<file path="src/rtl/PKG_pwm.sv">
// Shared definitions for the PWM clock divider family.
//   _pwm_onoff         : per-channel enable encoding (PWM_OFF / PWM_ON)
//   PWM_DIV_W_DEFAULT  : default divider / counter width
//   PWM_N_CH_DEFAULT   : default number of divider channels
package PKG_pwm;

  typedef enum logic {
    PWM_OFF = 1'b0,
    PWM_ON  = 1'b1
  } _pwm_onoff;

  localparam int PWM_DIV_W_DEFAULT = 8;
  localparam int PWM_N_CH_DEFAULT  = 4;

endpackage

</file>
<file path="src/rtl/div_pwm_clock_ch.sv">
// One PWM divider channel: 50%-duty toggle clock with a shadowed divider
// that only takes effect at a toggle boundary or a phase restart.
// Ports:
//   clk, reset   fabric clock, asynchronous active-high reset
//   divider      divider value presented for capture
//   div_load     strobe: capture divider into the shadow register
//   pwm_onoff    PWM_ON runs the channel, PWM_OFF holds it cleared
//   sync         strobe: restart the phase (ignored while OFF)
//   pwm_clk      divided clock, half-period = active divider + 1 cycles
//   rise_tick    one-cycle pulse on the same edge pwm_clk goes 0->1
//   div_pending  shadow holds a value not yet applied
module div_pwm_clock_ch
  import PKG_pwm::*;
#(
  parameter int DIV_W = PWM_DIV_W_DEFAULT
) (
  input  logic             clk,
  input  logic             reset,
  input  logic [DIV_W-1:0] divider,
  input  logic             div_load,
  input  logic             pwm_onoff,
  input  logic             sync,
  output logic             pwm_clk,
  output logic             rise_tick,
  output logic             div_pending
);

  logic [DIV_W-1:0] cnt_q, cnt_d;
  logic [DIV_W-1:0] act_q, act_d;
  logic [DIV_W-1:0] shad_q, shad_d;
  logic             clk_q, clk_d;
  logic             tick_q, tick_d;
  logic             pend_q, pend_d;
  logic             ch_on;

  assign ch_on = (pwm_onoff == PWM_ON);

  always_comb begin
    cnt_d  = cnt_q;
    act_d  = act_q;
    shad_d = shad_q;
    clk_d  = clk_q;
    tick_d = 1'b0;
    pend_d = pend_q;

    if (!ch_on || sync) begin
      // Held off or phase restart: the shadow is adopted so a restart
      // always begins with the most recently loaded divider.
      cnt_d  = '0;
      clk_d  = 1'b0;
      act_d  = shad_q;
      pend_d = 1'b0;
    end else if (cnt_q >= act_q) begin
      // ">=" rather than "==" so a counter that is somehow above the
      // divider terminates immediately instead of wrapping.
      cnt_d  = '0;
      clk_d  = ~clk_q;
      tick_d = ~clk_q;
      act_d  = shad_q;
      pend_d = 1'b0;
    end else begin
      cnt_d = cnt_q + 1'b1;
    end

    // A load on the applying edge wins over the clear: the old shadow was
    // just applied above and the new value stays pending.
    if (div_load) begin
      shad_d = divider;
      pend_d = 1'b1;
    end
  end

  always_ff @(posedge clk or posedge reset) begin
    if (reset) begin
      cnt_q  <= '0;
      act_q  <= '0;
      shad_q <= '0;
      clk_q  <= 1'b0;
      tick_q <= 1'b0;
      pend_q <= 1'b0;
    end else begin
      cnt_q  <= cnt_d;
      act_q  <= act_d;
      shad_q <= shad_d;
      clk_q  <= clk_d;
      tick_q <= tick_d;
      pend_q <= pend_d;
    end
  end

  assign pwm_clk     = clk_q;
  assign rise_tick   = tick_q;
  assign div_pending = pend_q;

endmodule

</file>
<file path="src/rtl/div_pwm_clock_mc.sv">
// Multi-channel PWM clock divider. Each channel is an independent
// div_pwm_clock_ch; only the sync strobe is shared between channels.
// Ports:
//   clk, reset   fabric clock, asynchronous active-high reset
//   divider      packed dividers, channel i = divider[i*DIV_W +: DIV_W]
//   div_load     per-channel shadow capture strobe
//   pwm_onoff    per-channel enable (PWM_ON / PWM_OFF)
//   sync         global phase restart strobe for all running channels
//   pwm_clk      per-channel divided clock
//   rise_tick    per-channel rising-edge pulse
//   div_pending  per-channel shadow-not-yet-applied flag
module div_pwm_clock_mc
  import PKG_pwm::*;
#(
  parameter int N_CH  = PWM_N_CH_DEFAULT,
  parameter int DIV_W = PWM_DIV_W_DEFAULT
) (
  input  logic                  clk,
  input  logic                  reset,
  input  logic [N_CH*DIV_W-1:0] divider,
  input  logic [N_CH-1:0]       div_load,
  input  logic [N_CH-1:0]       pwm_onoff,
  input  logic                  sync,
  output logic [N_CH-1:0]       pwm_clk,
  output logic [N_CH-1:0]       rise_tick,
  output logic [N_CH-1:0]       div_pending
);

  for (genvar g = 0; g < N_CH; g++) begin : g_ch
    div_pwm_clock_ch #(
      .DIV_W(DIV_W)
    ) u_ch (
      .clk        (clk),
      .reset      (reset),
      .divider    (divider[g*DIV_W +: DIV_W]),
      .div_load   (div_load[g]),
      .pwm_onoff  (pwm_onoff[g]),
      .sync       (sync),
      .pwm_clk    (pwm_clk[g]),
      .rise_tick  (rise_tick[g]),
      .div_pending(div_pending[g])
    );
  end

endmodule
</file>
<file path="config.mk">
export PLATFORM = sky130hd
export DESIGN_NAME = div_pwm_clock_mc
export DESIGN_NICKNAME = d
export VERILOG_FILES = /design/src/rtl/PKG_pwm.sv /design/src/rtl/div_pwm_clock_ch.sv /design/src/rtl/div_pwm_clock_mc.sv
export SDC_FILE = /design/constraint.sdc
export NUM_CORES = 1
export LEC_CHECK = 0
export BUFFER_PORTS_ARGS = -buffer_cell sky130_fd_sc_hd__buf_2
export CORE_MARGIN = 1
export CORE_UTILIZATION = 53
export CTS_CLUSTER_DIAMETER = 150
export DETAILED_ROUTE_END_ITERATION = 8
export PLACE_DENSITY = 0.73
export SLEW_MARGIN = 0
export SYNTH_ARGS = -nofsm -noshare
export SYNTH_HDL_FRONTEND = slang
export SYNTH_SLANG_ARGS = --single-unit
</file>
<file path="constraint.sdc">
create_clock -name clk -period 3.26 [get_ports clk]
set_input_delay 0.652 -clock clk [delete_from_list [all_inputs] [get_ports clk]]
set_output_delay 0.652 -clock clk [all_outputs]
set_load 0.1 [all_outputs]
</file>
==> load_flow_metrics.sql, run 1 <==
INSERT INTO impl_metrics (metric_group, metric, value, unit) VALUES
('finish', 'final_core_utilization', '59.9', '%'),
('die', 'fp.dieW', '100', 'um'),
('routing', 'routed-via-count', '3115', ''),
('routing', 'post-route-drc-count', '0', ''),
('routing', 'drt_first_iter_violations', '91', ''),
('global_routing', 'overflow', '0', ''),
('synth', 'synth_xor_xnor_area_share', '4.10', '%'),
('die', 'start_util', '55.0', '%'),
('synth', 'synth_compound_area_share', '3.51', '%'),
('critical_path', 'r2r-start', 'g_ch[0].u_ch.cnt_q[2]', ''),
('synth', 'synth-seq-area-share', '52.7', '%'),
('routing', 'average_via_count_per_standard_cell', '5.13', ''),
('timing', 'report.final.setup_viol', '0', ''),
('timing', 'timing.final.max_slew_violations', '0', ''),
('clock_tree', 'cts.sink_count', '108', ''),
('clock_tree', 'tritoncts', 'yes', ''),
('synth', 'yosys.area_share.simple', '9.47', '%'),
('synth', 'yosys.cell_types.count', '23', ''),
('die', 'die_height', '100', 'um'),
('finish', 'syn2layout_area_growth', '8.95', '%'),
('die', 'placeable_core_area', '9330', 'um2'),
('timing', 'rsz0062_at_grt', 'no', ''),
('synth', 'synth.avg_cell_area', '11.9', 'um2'),
('clock_tree', 'clock_tree.root_cell', 'sky130_fd_sc_hd__clkbuf_8', ''),
('synth', 'synth.yosys.warnings', '0', ''),
('synth', 'async_flop_share', '100', '%'),
('global_routing', 'busiest_layer', 'met2', ''),
('critical_path', 'critPathBufInv', '0', ''),
('synth', 'post_synth_mux_area_share', '14.3', '%'),
('global_routing', 'gr-usage-met1', '23.7', '%'),
('timing', 'portion_of_the_clock_cycle_consumed_by_the_worst_path_in_the_final_layout', '76.6', '%'),
('global_routing', 'globalRouteMet3Util', '5.22', '%'),
('synth', 'synth-adder-area-share', '8.78', '%'),
('critical_path', 'worst-setup-path-type', 'flip-flop to flip-flop', ''),
('critical_path', 'timing.critical_path.slowest_stage_cell', 'sky130_fd_sc_hd__or3_1', ''),
('placement', 'dpl_cell_area', '5400', 'um2'),
('global_routing', 'largest_net_degree_at_the_start_of_global_routing', '55', ''),
('die', 'die_area', '10100', 'um2'),
('critical_path', 'critical_path.max_fanout', '17', ''),
('global_routing', 'global_route.usage.total', '18.0', '%'),
('timing', 'period_needed', '2500', 'ps'),
('clock_tree', 'clkTransAtPathRegs', '100', 'ps'),
('worst_hold_path', 'hold_class', 'input pin to async pin', ''),
('die', 'row_count', '35', ''),
('global_routing', 'grt.met2_usage', '29.5', '%'),
('critical_path', 'worstSetupStartpointType', 'flip-flop', ''),
('status', 'result_of_the_run', 'complete, no violations', ''),
('routing', 'wirelength', '8010', 'um'),
('timing', 'setup-tns-final', '0', 'ps'),
('clock_tree', 'cts_resized', '0', ''),
('clock_tree', 'h-tree-depth', '3', ''),
('timing', 'timing.max_slew.rel_slack', '45.5', '%'),
('finish', 'finish.net_count', '552', ''),
('critical_path', 'worst-r2r-setup-slack', '760', 'ps'),
('timing', 'maxClockFrequency', '400', 'MHz'),
('power_and_ir_drop', 'power_leakage', '0.00277', 'uW'),
('job', 'max_cap_violations', '0', ''),
('routing', 'dr.pass1.iters', '4', ''),
('power_and_ir_drop', 'p_per_area', '466', 'nW/um2'),
('critical_path', 'timing.critical_path.mode_cell', 'sky130_fd_sc_hd__or3_1', ''),
('die', 'floorplan.io_pins', '55', ''),
('global_routing', 'first_global_vias', '3208', ''),
('clock_tree', 'max_clock_buf_depth', '2', ''),
('synth', 'yosys_register_bits', '108', ''),
('routing', 'post_drt_wl_per_cell', '13.2', 'um'),
('synth', 'synth.net_count', '509', ''),
('global_routing', 'initial_antenna_violation_count', '0', ''),
('critical_path', 'path_delay_family', 'simple AND/OR/NAND/NOR gates', ''),
('critical_path', 'critical_path.reg2reg.endpoint', 'g_ch[0].u_ch.act_q[7]', ''),
('critical_path', 'rr_worst_depth', '6', ''),
('synth', 'count_of_mapped_cells_out_of_synthesis', '430', '');
synthesized netlist by cell type, drive strengths merged, types with 7 or more instances:
master	n	area [um2]
nor3	12	60.1
ha	36	450
dfrtp	108	2700
nand3	25	125
buf	20	180
mux2	64	736
or3	8	50.1
inv	45	169
nor2	36	135
xnor2	7	61.3
o21a	8	60.1
xor2	17	149
and3	8	50.1
a21oi	8	40.0
worst max path at each step:
stage                     depth (start not counted)  slack (ps)             startpoint                     to
after floorplan                                   8         990  g_ch[0].u_ch.cnt_q[2]  g_ch[0].u_ch.act_q[7]
after global placement                            6         820  g_ch[2].u_ch.cnt_q[2]  g_ch[2].u_ch.act_q[7]
after detailed placement                          6         770  g_ch[0].u_ch.cnt_q[2]  g_ch[0].u_ch.act_q[7]
after CTS                                         6         750  g_ch[1].u_ch.cnt_q[2]  g_ch[1].u_ch.act_q[7]
after global routing                              7         620  g_ch[1].u_ch.act_q[2]  g_ch[1].u_ch.act_q[7]
final                                             6         760  g_ch[0].u_ch.cnt_q[2]  g_ch[0].u_ch.act_q[7]
final cells by class:
cell class              count  area (um2)  share of cell area, %
flip-flops and latches    108        2700                   48.4
multi-input cells         253        2060                   36.9
repair buffers             56         298                   5.33
inverters                  45         173                   3.09
well taps                 129         161                   2.89
clock buffers               9         124                   2.22
clock inverters             7        67.6                   1.21
worst reg2reg max path, stage by stage, from the launching register on:
cell and delay, ps:
sky130_fd_sc_hd__dfrtp_1 440, sky130_fd_sc_hd__ha_1 290, sky130_fd_sc_hd__or3_1 340, sky130_fd_sc_hd__a21oi_1 140
sky130_fd_sc_hd__a211oi_1 110, sky130_fd_sc_hd__or3_1 690, sky130_fd_sc_hd__mux2_4 390
kinds of logic (layout without fill, tap and decap cells):
group / after synthesis / after routing
xor+xnor: 24 / 24
fa+ha+maj: 36 / 36
simple gates: 101 / 101
buf+inv: 69 / 117
mux: 64 / 64
flops: 108 / 108
compound gates: 28 / 28
registers in the layout (all words and copies together) (netlist names):
signal / count
g_ch.u_ch.act_q: 32
g_ch.u_ch.cnt_q: 32
g_ch.u_ch.shad_q: 32
g_ch.u_ch.rise_tick: 4
g_ch.u_ch.pwm_clk: 4
g_ch.u_ch.div_pending: 4
per-layer routing:
metal / part of all wire [%] / vias to the layer above / routed length [um]
li1: - / 1528 / -
met1: 47 / 1536 / 3810
met2: 48 / 49 / 3880
met3: 3.6 / 2 / 288
met4: 0.41 / 0 / 33
met5: 0 / - / 0
power breakdown:
part	switching, uW	internal [uW]
logic	168	159
registers	56.5	1440
clock network	480	300
cell usage in the layout (no fill, tap or decap):
master                         n
sky130_fd_sc_hd__nor4_1        4
sky130_fd_sc_hd__nand2b_1      4
sky130_fd_sc_hd__o21bai_1      4
sky130_fd_sc_hd__inv_8         3
sky130_fd_sc_hd__mux2_4        4
sky130_fd_sc_hd__buf_12        1
sky130_fd_sc_hd__xnor2_1       7
sky130_fd_sc_hd__ha_1         36
sky130_fd_sc_hd__a211oi_1      4
sky130_fd_sc_hd__nor2_1       36
sky130_fd_sc_hd__a21oi_1       8
sky130_fd_sc_hd__mux2_2       60
sky130_fd_sc_hd__clkinvlp_4    2
sky130_fd_sc_hd__inv_6         1
sky130_fd_sc_hd__nand3_1      25
sky130_fd_sc_hd__dfrtp_1     108
sky130_fd_sc_hd__buf_2        54
sky130_fd_sc_hd__xor2_1       17
sky130_fd_sc_hd__clkinv_4      2
sky130_fd_sc_hd__nand2_1       4
sky130_fd_sc_hd__and3_1        8
sky130_fd_sc_hd__inv_1        44
sky130_fd_sc_hd__buf_4         1
sky130_fd_sc_hd__nor3_1       12
sky130_fd_sc_hd__or3_1         8
sky130_fd_sc_hd__o21a_1        8
sky130_fd_sc_hd__clkbuf_8      9
sky130_fd_sc_hd__o21ai_0       4
per-stage QoR:
step / power [uW] / setup slack [ps] / std cells / hold slack, ps
floorplan: 1780 / 994 / 430 / 457
global placement: 1840 / 821 / 591 / 478
detailed placement: 1860 / 769 / 591 / 488
CTS: 2650 / 755 / 607 / 446
global route: 2770 / 617 / 607 / 459
finish: 2600 / 762 / 607 / 433
Note: power is estimated with default switching activity, not from simulation.
==> run 2, diff against run 1 <==
==> constraint.sdc (replaced) <==
create_clock -name clk -period 2.1 [get_ports clk]
set_input_delay 0.42 -clock clk [delete_from_list [all_inputs] [get_ports clk]]
set_output_delay 0.42 -clock clk [all_outputs]
set_load 0.1 [all_outputs]
==> load_flow_metrics.sql, run 2 (synthesis results as in run 1) <==
INSERT INTO impl_metrics (metric_group, metric, value, unit) VALUES
('status', 'result_of_the_run', 'complete, but fails checks', ''),
('routing', 'dr.pass1.iters', '4', ''),
('power_and_ir_drop', 'power_frac_seq', '52.5', '%'),
('clock_tree', 'h-tree-depth', '3', ''),
('clock_tree', 'clock_tree.root_cell', 'sky130_fd_sc_hd__clkbuf_8', ''),
('clock_tree', 'tritoncts', 'yes', ''),
('global_routing', 'global_route.usage.total', '19.1', '%'),
('global_routing', 'initial_antenna_violation_count', '0', ''),
('power_and_ir_drop', 'power_leakage', '0.00297', 'uW'),
('finish', 'finish.net_count', '584', ''),
('job', 'max_cap_violations', '0', ''),
('clock_tree', 'numCtsBuffers', '9', ''),
('global_routing', 'grt_first_pass_wirelength', '15100', 'um'),
('critical_path', 'critical_path.max_fanout', '5', ''),
('critical_path', 'worstSetupStartpointType', 'flip-flop', ''),
('finish', 'layout-drive-gt1-share', '38.0', '%'),
('routing', 'post-route-drc-count', '0', ''),
('critical_path', 'worst-setup-path-type', 'flip-flop to flip-flop', ''),
('finish', 'layout_top_registers', 'g_ch.u_ch.act_q x32, g_ch.u_ch.cnt_q x32, g_ch.u_ch.shad_q x32', ''),
('status', 'violations_in_the_final_reports', 'negative setup slack', ''),
('die', 'die_area', '10100', 'um2'),
('clock_tree', 'clkTransAtPathRegs', '100', 'ps'),
('die', 'die_height', '100', 'um'),
('placement', 'placed_cells', '610', ''),
('placement', 'dp_wirelength', '6100', 'um'),
('routing', 'drt_first_iter_violations', '68', ''),
('critical_path', 'rr_worst_depth', '8', ''),
('timing', 'timing.max_slew.rel_slack', '62.9', '%'),
('clock_tree', 'cts.sink_count', '108', ''),
('timing', 'period_needed', '2180', 'ps'),
('timing', 'portion_of_the_clock_cycle_consumed_by_the_worst_path_in_the_final_layout', '104', '%'),
('timing', 'rsz0062_at_grt', 'yes', ''),
('finish', 'final_cells', '639', ''),
('finish', 'num-fill-cells', '748', ''),
('timing', 'report.final.hold_viol_count', '0', ''),
('finish', 'fin_area', '6040', 'um2'),
('timing', 'max_slew.worst_pin.slew', '557', 'ps'),
('placement', 'dpl_cell_area', '5540', 'um2'),
('finish', 'syn2layout_area_growth', '17.7', '%'),
('power_and_ir_drop', 'cellInternalPower', '3360', 'uW'),
('timing', 'setup_slack_of_the_critical_path_after_layout', '-80.0', 'ps'),
('power_and_ir_drop', 'power.combinational.fraction', '13.4', '%'),
('placement', 'buffer_ports.inserted', '54', ''),
('global_routing', 'first_global_vias', '3336', ''),
('critical_path', 'worst-endpoint-arrival', '2430', 'ps'),
('routing', 'wirelength', '9120', 'um'),
('critical_path', 'worst-r2r-setup-slack', '-80', 'ps'),
('power_and_ir_drop', 'clock_power_share', '34.1', '%'),
('critical_path', 'crit_path_end_kind', 'flip-flop', ''),
('global_routing', 'largest_net_degree_at_the_start_of_global_routing', '109', ''),
('power_and_ir_drop', 'ir_drop', '0.452', 'mV'),
('timing', 'finClkSkew', '7.98', 'ps'),
('finish', 'layout.cells.most_common', 'sky130_fd_sc_hd__dfrtp_1', ''),
('die', 'floorplan.io_pins', '55', ''),
('die', 'placeable_core_area', '9330', 'um2'),
('timing', 'report.final.setup_viol', '18', ''),
('die', 'fp.dieW', '100', 'um'),
('finish', 'final_cell_mix', 'sky130_fd_sc_hd__dfrtp_1, sky130_fd_sc_hd__mux2_2, sky130_fd_sc_hd__buf_2', ''),
('critical_path', 'required_time_reported_for_the_critical_path_endpoint', '2350', 'ps'),
('placement', 'globalplace.congestion', '0.824', ''),
('die', 'start_util', '55.0', '%'),
('timing', 'timing.final.max_slew_violations', '0', ''),
('worst_hold_path', 'hold_class', 'input pin to async pin', ''),
('power_and_ir_drop', 'power_switching_share', '24.2', '%'),
('routing', 'post_drt_wl_per_cell', '14.3', 'um'),
('routing', 'average_via_count_per_standard_cell', '5.14', ''),
('finish', 'antennaDiodeCount', '0', ''),
('routing', 'routed-via-count', '3284', ''),
('power_and_ir_drop', 'p_per_area', '734', 'nW/um2'),
('critical_path', 'r2r-start', 'g_ch[1].u_ch.act_q[2]', ''),
('timing', 'maxClockFrequency', '459', 'MHz'),
('routing', 'antenna_violating_nets_post_route', '0', ''),
('critical_path', 'critical_path.reg2reg.endpoint', 'g_ch[1].u_ch.act_q[7]', ''),
('global_routing', 'overflow', '0', ''),
('clock_tree', 'max_clock_buf_depth', '2', ''),
('power_and_ir_drop', 'p_switching', '1070', 'uW'),
('clock_tree', 'clock_latency', '360', 'ps'),
('die', 'row_count', '35', '');
[run 2: changes by cell type in the layout (fill, tap and decap cells not counted), moves of 3 or more]
cell / delta
sky130_fd_sc_hd__inv_8: -3
sky130_fd_sc_hd__a21oi_1: -4
sky130_fd_sc_hd__buf_4: +23
sky130_fd_sc_hd__buf_6: +6
sky130_fd_sc_hd__nor2_2: +4
sky130_fd_sc_hd__or3_4: +9
sky130_fd_sc_hd__nor2_4: +4
sky130_fd_sc_hd__bufinv_16: +3
sky130_fd_sc_hd__a211oi_2: +4
sky130_fd_sc_hd__a211oi_1: -4
sky130_fd_sc_hd__nor2_1: -8
sky130_fd_sc_hd__or3_1: -7
sky130_fd_sc_hd__a21oi_2: +4
[run 2: repair_timing]
action	CTS	global route
gates resized for setup	7	31
setup buffers	3	7
cloned	0	3
hold buffers	0	0
pin swaps	0	4
setup endpoints to repair	49	58
[run 2: layout make-up]
class	instances	area, um2	area share [%]
Sequential cell	108	2700	44.8
Multi-Input combinational cell	255	2210	36.6
Timing Repair Buffer	86	543	8.99
Inverter	45	173	2.86
Tap cell	129	161	2.67
Clock buffer	10	138	2.28
Clock inverter	6	111	1.84
[run 2: how the worst max path moves through the flow]
stage,cells past startpoint,to,from,slack (ps)
floorplan,8,g_ch[0].u_ch.act_q[7],g_ch[0].u_ch.cnt_q[2],-100
global placement,7,g_ch[2].u_ch.act_q[7],g_ch[2].u_ch.act_q[2],-40
detailed placement,7,g_ch[2].u_ch.act_q[7],g_ch[2].u_ch.act_q[2],-150
CTS,8,g_ch[1].u_ch.act_q[6],g_ch[1].u_ch.act_q[2],-70
global route,8,g_ch[1].u_ch.act_q[7],g_ch[1].u_ch.act_q[2],-170
finish,8,g_ch[1].u_ch.act_q[7],g_ch[1].u_ch.act_q[2],-80
[run 2: power by group through the flow]
stage / logic (uW) / clock network [uW] / registers, uW
6_report: 592 / 1510 / 2330
5_1_grt: 660 / 1620 / 2350
4_1_cts: 552 / 1560 / 2330
3_5_place_dp: 533 / 0 / 2370
3_3_place_gp: 507 / 0 / 2360
2_1_floorplan: 425 / 0 / 2340
[run 2: routing by layer]
| layer | track usage, % | up-vias | routed length [um] | part of all wire (%) |
|---|---|---|---|---|
| met5 | 0 | - | 0 | 0 |
| met2 | 33.4 | 47 | 4700 | 52 |
| li1 | - | 1590 | - | - |
| met3 | 4.39 | 9 | 291 | 3.2 |
| met4 | 5.57 | 0 | 99 | 1.1 |
| met1 | 23.8 | 1638 | 4020 | 44 |
[run 2: worst max-delay path, stage by stage (launching register included)]
cell and delay, ps:
sky130_fd_sc_hd__dfrtp_1 350, sky130_fd_sc_hd__inv_1 50, sky130_fd_sc_hd__ha_1 280, sky130_fd_sc_hd__or3_4 370, sky130_fd_sc_hd__a21oi_2 140, sky130_fd_sc_hd__a211oi_2 80
sky130_fd_sc_hd__or3_4 380, sky130_fd_sc_hd__buf_6 150, sky130_fd_sc_hd__mux2_4 280
[run 2: through the flow]
stage	setup TNS (ps)	power [uW]	util, %	setup WS (ps)	hold WS (ps)
global placement	-402	2870	59.4	-43.4	473
finish	-969	4430	64.7	-80.0	212
detailed placement	-3090	2900	59.4	-155	482
floorplan	-417	2760	-	-104	457
CTS	-549	4440	62.6	-67.1	241
global route	-3320	4630	64.7	-171	264
==> run 3, diff against run 2 <==
--- a/config.mk
+++ b/config.mk
@@ -7,10 +7,11 @@
 export LEC_CHECK = 0
 export BUFFER_PORTS_ARGS = -buffer_cell sky130_fd_sc_hd__buf_2
 export CORE_MARGIN = 1
-export CORE_UTILIZATION = 53
+export CORE_UTILIZATION = 55
+export CTS_BUF_LIST = sky130_fd_sc_hd__clkbuf_4
 export CTS_CLUSTER_DIAMETER = 150
 export DETAILED_ROUTE_END_ITERATION = 8
-export PLACE_DENSITY = 0.73
+export PLACE_DENSITY = 0.75
 export SLEW_MARGIN = 0
 export SYNTH_ARGS = -nofsm -noshare
 export SYNTH_HDL_FRONTEND = slang
==> load_flow_metrics.sql, run 3 (synthesis results as in run 1) <==
INSERT INTO impl_metrics (metric_group, metric, value, unit) VALUES
('finish', 'final_cell_mix', 'sky130_fd_sc_hd__dfrtp_1, sky130_fd_sc_hd__mux2_2, sky130_fd_sc_hd__buf_2', ''),
('timing', 'period_needed', '2260', 'ps'),
('power_and_ir_drop', 'power_leakage', '0.00292', 'uW'),
('power_and_ir_drop', 'power.combinational.fraction', '15.6', '%'),
('die', 'placeable_core_area', '8890', 'um2'),
('finish', 'layout.cells.most_common', 'sky130_fd_sc_hd__dfrtp_1', ''),
('routing', 'post-route-drc-count', '0', ''),
('power_and_ir_drop', 'power_frac_seq', '59.8', '%'),
('critical_path', 'required_time_reported_for_the_critical_path_endpoint', '2440', 'ps'),
('global_routing', 'largest_net_degree_at_the_start_of_global_routing', '33', ''),
('global_routing', 'first_global_vias', '3432', ''),
('clock_tree', 'h-tree-depth', '3', ''),
('routing', 'routed-via-count', '3299', ''),
('finish', 'layout_top_registers', 'g_ch.u_ch.act_q x32, g_ch.u_ch.cnt_q x32, g_ch.u_ch.shad_q x32', ''),
('clock_tree', 'numCtsBuffers', '9', ''),
('timing', 'setup_slack_of_the_critical_path_after_layout', '-164', 'ps'),
('routing', 'wirelength', '9140', 'um'),
('routing', 'post_drt_wl_per_cell', '14.8', 'um'),
('routing', 'dr.pass1.iters', '4', ''),
('clock_tree', 'max_clock_buf_depth', '2', ''),
('critical_path', 'cpPeakStageDelay', '470', 'ps'),
('timing', 'maxClockFrequency', '442', 'MHz'),
('status', 'violations_in_the_final_reports', 'negative setup slack', ''),
('job', 'max_cap_violations', '0', ''),
('critical_path', 'worst-endpoint-arrival', '2610', 'ps'),
('status', 'result_of_the_run', 'complete, but fails checks', ''),
('timing', 'report.final.hold_viol_count', '0', ''),
('critical_path', 'critical_path.cell_chain', 'inv_1, ha_1, o21ai_0, a211oi_2, or3_4, buf_6, mux2_4', ''),
('routing', 'average_via_count_per_standard_cell', '5.36', ''),
('global_routing', 'overflow', '0', ''),
('clock_tree', 'postCtsHoldBufs', '0', ''),
('power_and_ir_drop', 'power_switching_share', '28.0', '%'),
('critical_path', 'critical_path.max_fanout', '5', ''),
('placement', 'dp_wirelength', '6460', 'um'),
('critical_path', 'worst-setup-path-type', 'flip-flop to flip-flop', ''),
('clock_tree', 'cts.sink_count', '108', ''),
('routing', 'antenna_violating_nets_post_route', '0', ''),
('die', 'floorplan.io_pins', '55', ''),
('timing', 'timing.final.max_slew_violations', '0', ''),
('timing', 'max_slew.worst_pin.slew', '603', 'ps'),
('finish', 'layout-drive-gt1-share', '38.4', '%'),
('power_and_ir_drop', 'ir_drop', '0.431', 'mV'),
('finish', 'syn2layout_area_growth', '15.7', '%'),
('global_routing', 'grt_first_pass_wirelength', '15400', 'um'),
('timing', 'portion_of_the_clock_cycle_consumed_by_the_worst_path_in_the_final_layout', '108', '%'),
('critical_path', 'worstSetupStartpointType', 'flip-flop', ''),
('finish', 'antennaDiodeCount', '0', ''),
('timing', 'timing.max_slew.rel_slack', '59.7', '%'),
('placement', 'buffer_ports.inserted', '54', ''),
('critical_path', 'critPathBufInv', '2', ''),
('die', 'start_util', '57.7', '%'),
('global_routing', 'initial_antenna_violation_count', '0', ''),
('finish', 'num-fill-cells', '657', ''),
('timing', 'report.final.setup_viol', '31', ''),
('clock_tree', 'tritoncts', 'yes', ''),
('finish', 'finish.net_count', '582', ''),
('power_and_ir_drop', 'cellInternalPower', '2800', 'uW'),
('timing', 'fin_hold_ws', '26.0', 'ps'),
('die', 'fp.dieW', '98.6', 'um'),
('power_and_ir_drop', 'design_power_total', '3890', 'uW'),
('global_routing', 'global_route.usage.total', '20.1', '%'),
('power_and_ir_drop', 'clock_power_share', '24.7', '%'),
('power_and_ir_drop', 'p_per_area', '656', 'nW/um2'),
('power_and_ir_drop', 'p_switching', '1090', 'uW'),
('placement', 'globalplace.congestion', '0.861', ''),
('worst_hold_path', 'hold_class', 'input pin to async pin', ''),
('clock_tree', 'clock_tree.root_cell', 'sky130_fd_sc_hd__clkbuf_4', ''),
('clock_tree', 'clkTransAtPathRegs', '170', 'ps'),
('routing', 'drt_first_iter_violations', '46', ''),
('timing', 'finClkSkew', '15.3', 'ps'),
('die', 'die_area', '9720', 'um2'),
('die', 'row_count', '34', ''),
('clock_tree', 'clock_latency', '450', 'ps'),
('timing', 'rsz0062_at_grt', 'yes', ''),
('critical_path', 'path_delay_family', 'compound AO/OA/AOI/OAI gates', ''),
('critical_path', 'timing.critical_path.slowest_stage_cell', 'sky130_fd_sc_hd__dfrtp_1', ''),
('critical_path', 'crit_path_end_kind', 'flip-flop', ''),
('die', 'die_height', '98.6', 'um');
[run 3: worst paths after layout]
kind	start	end	slack, ps	cells past startpoint
min reg2reg	g_ch[3].u_ch.pwm_clk	g_ch[3].u_ch.rise_tick	510	1
max reg2reg	g_ch[1].u_ch.cnt_q[0]	g_ch[1].u_ch.act_q[7]	-160	7
max in group asynchronous	reset	g_ch[1].u_ch.cnt_q[2]	1530	3
min in group clk	divider[15]	g_ch[1].u_ch.shad_q[7]	180	2
max	g_ch[1].u_ch.cnt_q[0]	g_ch[1].u_ch.act_q[7]	-160	7
min	reset	g_ch[2].u_ch.act_q[6]	30	2
[run 3: layout make-up]
class	count	area, um2	area share, %
multi-input combinational	254	2210	37.2
timing repair buffer	85	591	9.96
clock buffer	9	67.6	1.14
clock inverter	7	57.6	0.970
tap	108	135	2.28
sequential	108	2700	45.6
inverter	45	173	2.91
[run 3: power by group through the flow]
stage	Combinational, uW	Clock, uW	Sequential (uW)
5_1_grt	673	1080	2350
2_1_floorplan	425	0	2340
3_3_place_gp	517	0	2360
3_5_place_dp	553	0	2370
6_report	606	961	2330
4_1_cts	578	1010	2330
[run 3: timing repair]
| action | in CTS | in global routing |
|---|---|---|
| cloned | 1 | 1 |
| pin swaps | 0 | 15 |
| resized for setup | 14 | 35 |
| setup buffers | 4 | 4 |
| endpoints found under the hold margin | 0 | 0 |
| setup endpoints to repair | 47 | 58 |
[run 3: routing by layer]
metal,GRT usage (%),wire (um),up-vias
met5,0,0,-
met4,6.54,214,0
met1,24.1,3960,1633
met3,5.04,330,18
met2,35.5,4640,61
li1,-,-,1587
[run 3: worst reg2reg max path, stage by stage, from the launching register on]
cell and delay (ps):
sky130_fd_sc_hd__dfrtp_1 470, sky130_fd_sc_hd__inv_1 70, sky130_fd_sc_hd__ha_1 260, sky130_fd_sc_hd__o21ai_0 340
sky130_fd_sc_hd__a211oi_2 150, sky130_fd_sc_hd__or3_4 440, sky130_fd_sc_hd__buf_6 140, sky130_fd_sc_hd__mux2_4 290
[run 3: through the flow]
stage | area, um2 | setup TNS [ps] | instances | setup slack, ps | utilization [%]
detailed placement | 5560 | -2300 | 592 | -125 | 62.5
floorplan | 5130 | -417 | 430 | -104 | -
CTS | 5770 | -1120 | 613 | -76.1 | 64.9
global route | 5930 | -5450 | 616 | -218 | 66.7
global placement | 5560 | -445 | 592 | -62.3 | 62.5
finish | 5930 | -2230 | 616 | -164 | 66.7
